**src/rtl/instruction_fetch_unit.sv**
```systemverilog
// Fetch stage: owns the PC, requests words from the I-cache, buffers one instruction for IF/ID.
// Optional branch target buffer compiled in with `define FETCH_BTB_EN.
module instruction_fetch_unit #(
  parameter logic [15:0] RESET_PC            = 16'h0000,
  parameter int          BTB_ENTRIES         = 4,
  parameter logic [15:0] INVALID_INSTRUCTION = 16'hB01C
) (
  input  logic        clk,
  input  logic        reset,
  input  logic        stall,
  input  logic        redirect,
  input  logic [15:0] redirect_pc,
  output logic        i_readM,
  output logic [15:0] i_address,
  input  logic [15:0] i_data,
  input  logic        i_ready,
  output logic [15:0] pc_out,
  output logic [15:0] instruction_out,
  output logic        predicted_taken,
  output logic        stall_mem,
  input  logic        btb_update,
  input  logic [15:0] btb_update_pc,
  input  logic [15:0] btb_update_target,
  input  logic        btb_update_taken
);

  typedef enum logic [1:0] {S_FETCH, S_HOLD, S_DRAIN} state_t;

  state_t      state_q, state_d;
  logic [15:0] pc_q, pc_d;
  logic [15:0] buf_q, buf_d;
  logic [15:0] pc_out_q, pc_out_d;
  logic [15:0] drain_addr_q, drain_addr_d;
  logic        buf_valid_q, buf_valid_d;
  logic        pred_q, pred_d;
  logic        pend_q, pend_d;

  logic        consumed;
  logic        btb_hit;
  logic [15:0] btb_target;
  logic [15:0] pc_plus1;
  logic [15:0] next_pc;

  assign pc_plus1 = pc_q + 16'd1;
  assign consumed = buf_valid_q & ~stall;
  assign next_pc  = btb_hit ? btb_target : pc_plus1;

`ifdef FETCH_BTB_EN
  localparam int IDX_W = (BTB_ENTRIES > 1) ? $clog2(BTB_ENTRIES) : 1;

  logic [BTB_ENTRIES-1:0] btb_valid_q, btb_valid_d;
  logic [15:0]            btb_tag_q    [BTB_ENTRIES];
  logic [15:0]            btb_tag_d    [BTB_ENTRIES];
  logic [15:0]            btb_target_q [BTB_ENTRIES];
  logic [15:0]            btb_target_d [BTB_ENTRIES];
  logic [IDX_W-1:0]       lookup_idx, update_idx;

  assign lookup_idx = pc_q[IDX_W-1:0];
  assign update_idx = btb_update_pc[IDX_W-1:0];
  // Lookup reads the registered contents, so a same-cycle update is seen only next cycle.
  assign btb_hit    = btb_valid_q[lookup_idx] && (btb_tag_q[lookup_idx] == pc_q);
  assign btb_target = btb_target_q[lookup_idx];

  always_comb begin
    btb_valid_d  = btb_valid_q;
    btb_tag_d    = btb_tag_q;
    btb_target_d = btb_target_q;
    if (btb_update) begin
      if (btb_update_taken) begin
        btb_valid_d[update_idx]  = 1'b1;
        btb_tag_d[update_idx]    = btb_update_pc;
        btb_target_d[update_idx] = btb_update_target;
      end else if (btb_valid_q[update_idx] && (btb_tag_q[update_idx] == btb_update_pc)) begin
        btb_valid_d[update_idx] = 1'b0;
      end
    end
  end

  always_ff @(posedge clk) begin
    btb_tag_q    <= btb_tag_d;
    btb_target_q <= btb_target_d;
    if (reset) begin
      btb_valid_q <= '0;
    end else begin
      btb_valid_q <= btb_valid_d;
    end
  end
`else
  logic unused_btb;
  assign unused_btb = ^{btb_update, btb_update_pc, btb_update_target, btb_update_taken};
  assign btb_hit    = 1'b0;
  assign btb_target = pc_plus1;
`endif

  always_comb begin
    state_d      = state_q;
    pc_d         = pc_q;
    buf_d        = buf_q;
    buf_valid_d  = buf_valid_q;
    pc_out_d     = pc_out_q;
    pred_d       = pred_q;
    drain_addr_d = drain_addr_q;
    i_readM      = 1'b0;
    i_address    = pc_q;

    case (state_q)
      S_DRAIN: begin
        // Keep the abandoned request alive until the cache completes it, then drop the word.
        i_readM   = 1'b1;
        i_address = drain_addr_q;
        if (redirect) pc_d = redirect_pc;
        if (i_ready) state_d = S_FETCH;
      end
      default: begin
        if (consumed) buf_valid_d = 1'b0;
        if (redirect) begin
          pc_d        = redirect_pc;
          buf_valid_d = 1'b0;
          if (pend_q && !i_ready) begin
            state_d      = S_DRAIN;
            drain_addr_d = pc_q;
          end else begin
            state_d = S_FETCH;
          end
        end else if (!buf_valid_q || consumed) begin
          i_readM = 1'b1;
          state_d = S_FETCH;
          if (i_ready) begin
            buf_d       = i_data;
            buf_valid_d = 1'b1;
            pc_out_d    = pc_plus1;
            pred_d      = btb_hit;
            pc_d        = next_pc;
          end
        end else begin
          state_d = S_HOLD;
        end
      end
    endcase

    if (reset) i_readM = 1'b0;
    pend_d = i_readM & ~i_ready;
  end

  always_ff @(posedge clk) begin
    if (reset) begin
      state_q      <= S_FETCH;
      pc_q         <= RESET_PC;
      buf_q        <= 16'h0000;
      buf_valid_q  <= 1'b0;
      pc_out_q     <= 16'h0000;
      pred_q       <= 1'b0;
      pend_q       <= 1'b0;
      drain_addr_q <= 16'h0000;
    end else begin
      state_q      <= state_d;
      pc_q         <= pc_d;
      buf_q        <= buf_d;
      buf_valid_q  <= buf_valid_d;
      pc_out_q     <= pc_out_d;
      pred_q       <= pred_d;
      pend_q       <= pend_d;
      drain_addr_q <= drain_addr_d;
    end
  end

  assign pc_out          = pc_out_q;
  assign instruction_out = buf_valid_q ? buf_q : INVALID_INSTRUCTION;
  assign predicted_taken = pred_q;
  assign stall_mem       = ~buf_valid_q;

endmodule
```
**config.mk**
```make
export PLATFORM = sky130hd
export DESIGN_NAME = instruction_fetch_unit
export DESIGN_NICKNAME = d
export VERILOG_FILES = /design/src/rtl/instruction_fetch_unit.sv
export SDC_FILE = /design/constraint.sdc
export NUM_CORES = 1
export LEC_CHECK = 0
export CORE_MARGIN = 2
export CORE_UTILIZATION = 24
export DETAILED_ROUTE_END_ITERATION = 6
export PLACE_DENSITY = 0.53
export SLEW_MARGIN = 25
export SYNTH_ARGS = -nofsm -noshare
export SYNTH_HDL_FRONTEND = slang
export SYNTH_SLANG_ARGS = --single-unit
```
**constraint.sdc**
```tcl
create_clock -name clk -period 4.4 [get_ports clk]
set_input_delay 0.88 -clock clk [delete_from_list [all_inputs] [get_ports clk]]
set_output_delay 0.88 -clock clk [all_outputs]
set_load 0.01 [all_outputs]
```
==> results of run 1 <==
kinds of logic after synthesis:
logic type	after synthesis	synth area share [%]
AO/OA/AOI/OAI	96	19.9
XOR/XNOR	13	3.55
adder cells (fa/ha/maj)	1	0.390
buffers and inverters	44	5.47
flip-flops	68	42.5
other	1	0.117
AND/OR/NAND/NOR	206	28.1
sequential cells by signal, indices dropped and copies added, names as in the netlist:
name,flops
pc_out,16
state_q,2
buf_q,16
pend_q,1
buf_valid_q,1
pc_q,16
drain_addr_q,16
layout by cell type (no fill, tap or decap), drive strengths merged, types with 2 or more instances in the layout:
master / synthesis / final
nand2: 122 / 122
clkdlybuf4s50: 0 / 85
dfxtp: 68 / 68
a21oi: 38 / 38
nor2: 28 / 28
a211oi: 19 / 19
a311oi: 14 / 14
clkbuf: 32 / 12
xnor2: 11 / 11
and2: 10 / 10
nand3: 10 / 10
nor3: 10 / 10
buf: 6 / 9
nand2b: 8 / 8
o21ai: 8 / 8
inv: 6 / 6
nand4: 6 / 6
or3: 3 / 3
o21bai: 3 / 3
o22ai: 3 / 3
nor4: 3 / 3
clkinv: 0 / 3
xor2: 2 / 2
a32o: 2 / 2
and4: 2 / 2
a21o: 2 / 2
or4: 2 / 2
final cells by class:
class | count | area share [%]
multi-input cells | 317 | 37.4
flip-flops and latches | 68 | 30.4
repair buffers | 94 | 20.4
clock buffers | 12 | 5.94
well taps | 176 | 4.91
clock inverters | 4 | 0.502
inverters | 6 | 0.502
critical path, cell delays in order:
cell and delay, ns:
clkdlybuf4s50_1 0.46, buf_4 0.22, inv_1 0.08, a21oi_1 0.17, nor2_1 0.09, clkdlybuf4s50_1 0.49
metal layers:
layer / global-route usage [%] / vias to the layer above / routed length (um) / part of all wire (%)
met3: 3.61 / 8 / 619 / 6.3
met2: 21.3 / 87 / 4360 / 45
met1: 20.1 / 1455 / 4700 / 48
met5: 0 / - / 0 / 0
li1: - / 1605 / - / -
met4: 3.53 / 0 / 98 / 1.0
final timing paths:
| path | cells after the start | from | to | slack (ns) |
|---|---|---|---|---|
| max | 6 | redirect | i_readM | 1.13 |
| min | 2 | buf_q[1]$_SDFFE_PP0P_ | buf_q[1]$_SDFFE_PP0P_ | 0.45 |
| max reg2reg | 5 | pc_q[0]$_SDFFE_PP0P_ | pc_q[6]$_SDFFE_PP0P_ | 2.33 |
| min reg2reg | 2 | buf_q[1]$_SDFFE_PP0P_ | buf_q[1]$_SDFFE_PP0P_ | 0.45 |
power groups by stage:
| stage | logic [W] | registers [W] | clock network, W |
|---|---|---|---|
| final | 0.000222 | 0.000686 | 0.000695 |
| after global routing | 0.000245 | 0.000691 | 0.000734 |
| after CTS | 0.000226 | 0.000685 | 0.000711 |
| after detailed placement | 0.000224 | 0.000698 | 0 |
| after global placement | 0.000224 | 0.000697 | 0 |
| after floorplan | 0.000121 | 0.000680 | 0 |
stage by stage:
stage | area, sq um | power (W) | utilization [%]
after CTS | 4480 | 0.00162 | 34.1
after global routing | 4480 | 0.00167 | 34.1
after floorplan | 3200 | 0.000801 | -
after global placement | 4190 | 0.000920 | 31.9
after detailed placement | 4190 | 0.000923 | 31.9
final | 4480 | 0.00160 | 34.1
==> out/results.ini, run 1 <==
[outcome]
status = finished clean

[global_route]
overflow = 0
grt_pass1_wl_um = 15900
grt_max_degree = 70
antenna_found_initial = 0
grt_pass1_vias = 2990
grt_usage_pct = 14.1

[clock_network]
clk_pin_slew_worst_paths_ns = 0.05
htree_levels = 3
cts_sinks = 68
cts_setup_buffers = 0
clk-insertion-delay-late_ns = 0.33
clockBufferDepth = 2
root_buffer = clkbuf_16
cts_resized = 0
cts_tree = built
holdBufCountCts = 0
numCtsBuffers = 9

[critical_path]
startpoint_type = input pin
arrival_ns = 2.39
crit_fanout = 16
cp_data_required_time_ns = 3.52
crit_type = in2out
end_kind = primary output

[synth]
synth_top_area_share_pct = 42.5
syn_area_sq_um = 3200
synth_cells = 429
synth-edff-count = 0
synth_common_cells = nand2_1, dfxtp_1, a21oi_1, clkbuf_1, nor2_1
syn_nets = 501
synth-async-reset-ratio_pct = 0
yosys_warnings = 0
yosys.area.top_type = dfxtp_1
synth.most_common_cell = nand2_1
avgSynthCellArea_sq_um = 7.47
synth_area_leaders = dfxtp_1, nand2_1, a21oi_1
synth_cell_types = 41
yosysSeqAreaShare_pct = 42.5
synth_ff_type = dfxtp_1
ys_ff_latch = 68

[floorplanning]
initial_utilization_pct = 24.4
fp.dieH_um = 120
fp-row-count = 42
core_sq_um = 13100
die-area_sq_um = 14300
die-width_um = 120
ios = 122

[power_and_ir_drop]
power_density_nw_per_um2 = 357
ir_drop_uv = 155
power_switching_w = 0.000414
p_sw_share_pct = 25.9
p_int_w = 0.00119
pwr-share-seq_pct = 42.8
p_leak_nw = 1.56
clock_power_share_pct = 43.4
power_frac_comb_pct = 13.9

[final_layout]
drive_gt1_share_pct = 5.79
fillers = 1407
num-nets-final = 568
stdcell_count = 677
num_antenna_cells = 0
seq_area_sq_um = 1360
syn2layout_area_growth_pct = 39.9
multi_input_area_sq_um = 1680

[route]
ant_nets = 0
vias = 3155
wire_per_inst_um = 14.4
vias_per_cell = 4.66
drt_iter0_drc = 253
wl_um = 9780
drc = 0
drtPass1Iterations = 5

[sta]
relSlewSlack_pct = 47.6
worst_pin_slew_ns = 0.785
tns_ns = 0
min_period_ns = 3.27
hold_viol = 0
setup-violations-final = 0
slew_violations = 0
finalWorstSetupSlack_ns = 1.13
rsz0062_at_grt = no
min_period_over_period_pct = 74.4
fin_hold_ws_ns = 0.447
max_freq_mhz = 306
finalClockSkew_ns = 0.00704

[placed_design]
dpl.cell_count = 661
dp_slack_ns = 1.14
io_buffers = 86
place.gp.congestion = 0.824
dp_hpwl_um = 6790

[hold_path]
min_path_type = reg2reg

[flow_run]
drv_cap = 0

(Power assumes the default switching activity.)
==> run 2, diff against run 1 <==
clock period = 3.3 ns   (was 4.4 ns; I/O delays follow)
==> run 2 against run 1 <==
Against the previous run:
- clock skew decreased by 0.0011 ns
- clock-buffer cell count up 3
- via count fell by 0.89%
- core utilization increased by 0.10 points
- final cell count grew 0.15%
==> out/results.ini, run 2 (same netlist as run 1, synthesis figures left out) <==
[global_route]
grt_pass1_vias = 3016
grt_pass1_wl_um = 15700
grt_usage_pct = 14.1
antenna_found_initial = 0
grt_max_degree = 70
overflow = 0

[sta]
tns_ns = 0
slew_violations = 0
fin_hold_ws_ns = 0.447
rsz0062_at_grt = no
relSlewSlack_pct = 49.3
setup-violations-final = 0
worst_pin_slew_ns = 0.760
min_period_over_period_pct = 83.6
min_period_ns = 2.76
max_freq_mhz = 362
hold_viol = 0
finalClockSkew_ns = 0.00590

[floorplanning]
fp.dieH_um = 120
core_sq_um = 13100
die-width_um = 120
die-area_sq_um = 14300
ios = 122
fp-row-count = 42
initial_utilization_pct = 24.4

[placed_design]
io_buffers = 86
dp_hpwl_um = 6790
place.gp.congestion = 0.821
dpl.cell_count = 662
placed_cell_area_sq_um = 4200

[clock_network]
clk-insertion-delay-late_ns = 0.33
cts_resized = 0
htree_levels = 3
root_buffer = clkbuf_16
cts_setup_buffers = 0
holdBufCountCts = 0
clk_pin_slew_worst_paths_ns = 0.05
cts_sinks = 68
numCtsBuffers = 9
cts_tree = built
clockBufferDepth = 2

[power_and_ir_drop]
ir_drop_uv = 198
pwr-share-seq_pct = 42.0
power_switching_w = 0.000530
p_sw_share_pct = 24.3
power.total_w = 0.00218
power_frac_comb_pct = 13.7
clock_power_share_pct = 44.2
power_density_nw_per_um2 = 484
p_leak_nw = 1.56
p_int_w = 0.00165

[critical_path]
end_kind = primary output
r2r_start = buf_valid_q$_SDFFE_PP0N_
crit_path_cell_trace = clkdlybuf4s50_1 -> nand2_1 -> a21oi_1 -> nor2_1 -> clkdlybuf4s50_1
crit_fanout = 4
max_stage_delay_ns = 0.57
r2r_slack_ns = 1.24
cp_slowest_cell = clkdlybuf4s50_1
crit_type = in2out
crit_top_cell = clkdlybuf4s50_1
crit_path_start = stall
arrival_ns = 2.10
cp_data_required_time_ns = 2.64
startpoint_type = input pin
rr_endpoint = pc_q[15]$_SDFFE_PP0P_
worstRegToRegCells = 4

[final_layout]
layout_commonest_cell = nand2_1
fillers = 1359
final_cell_mix = nand2_1, clkdlybuf4s50_1, dfxtp_1, a21oi_1, nor2_1
syn2layout_area_growth_pct = 40.4
num-nets-final = 569
finish.instance_area_sq_um = 4500
stdcell_count = 678
num_antenna_cells = 0
drive_gt1_share_pct = 4.98

[route]
vias_per_cell = 4.61
wl_um = 9840
wire_per_inst_um = 14.5
vias = 3127
drt_iter0_drc = 153
drc = 0
drtPass1Iterations = 5
ant_nets = 0

[hold_path]
hold_depth = 2
hp-start = buf_q[2]$_SDFFE_PP0P_
min_to = buf_q[2]$_SDFFE_PP0P_
min_path_type = reg2reg

[flow_run]
drv_cap = 0

[outcome]
status = finished clean

run 2: changes by cell type in the layout (fill, tap and decap cells not counted):
cell and delta:
nand2b_1 +1, bufinv_16 +1, buf_4 +1, nand2b_2 -1, clkinvlp_4 -1, clkbuf_1 +4
clkbuf_8 -1, clkinv_2 -3
run 2: critical path: cells and delay by family:
family                 cells  cell delay, ns
AOI/OAI and AO/OA          1            0.09
buffers and inverters      2            1.05
and+or+nand+nor            2            0.29
run 2: stage by stage:
stage	worst slack, ns	utilization [%]
CTS	0.544	34.2
finish	0.540	34.2
global placement	0.531	32.0
detailed placement	0.554	32.0
global route	0.468	34.2
floorplan	1.11	-
run 2: routing by layer:
metal / part of all wire (%) / global-route usage [%] / vias to the layer above
met5: 0 / 0 / -
met4: 1.1 / 4.19 / 0
li1: - / - / 1607
met1: 48 / 19.1 / 1428
met2: 45 / 21.5 / 84
met3: 5.8 / 4.33 / 8
run 2: final cells by class:
type                       instances  area [sq um]  area share [%]
clock buffer                      15           268            5.95
inverter                           6          22.5           0.501
sequential                        68          1360            30.3
timing repair buffer              95           923            20.5
tap                              176           220            4.90
clock inverter                     1          30.0           0.668
multi-input combinational        317          1670            37.2
run 2: worst max path at each step:
stage               depth (start not counted)  slack, ns  endpoint
finish                                      5       0.54   i_readM
detailed placement                          5       0.55   i_readM
global route                                5       0.47   i_readM
CTS                                         5       0.54   i_readM
floorplan                                   4       1.11   i_readM
global placement                            5       0.53   i_readM
run 2: power by group through the flow:
stage	sequential [W]	combinational, W	clock [W]
after global routing	0.000920	0.000327	0.00103
final	0.000914	0.000299	0.000963
after CTS	0.000914	0.000303	0.000985
after detailed placement	0.000931	0.000301	0
after global placement	0.000929	0.000300	0
after floorplan	0.000907	0.000161	0
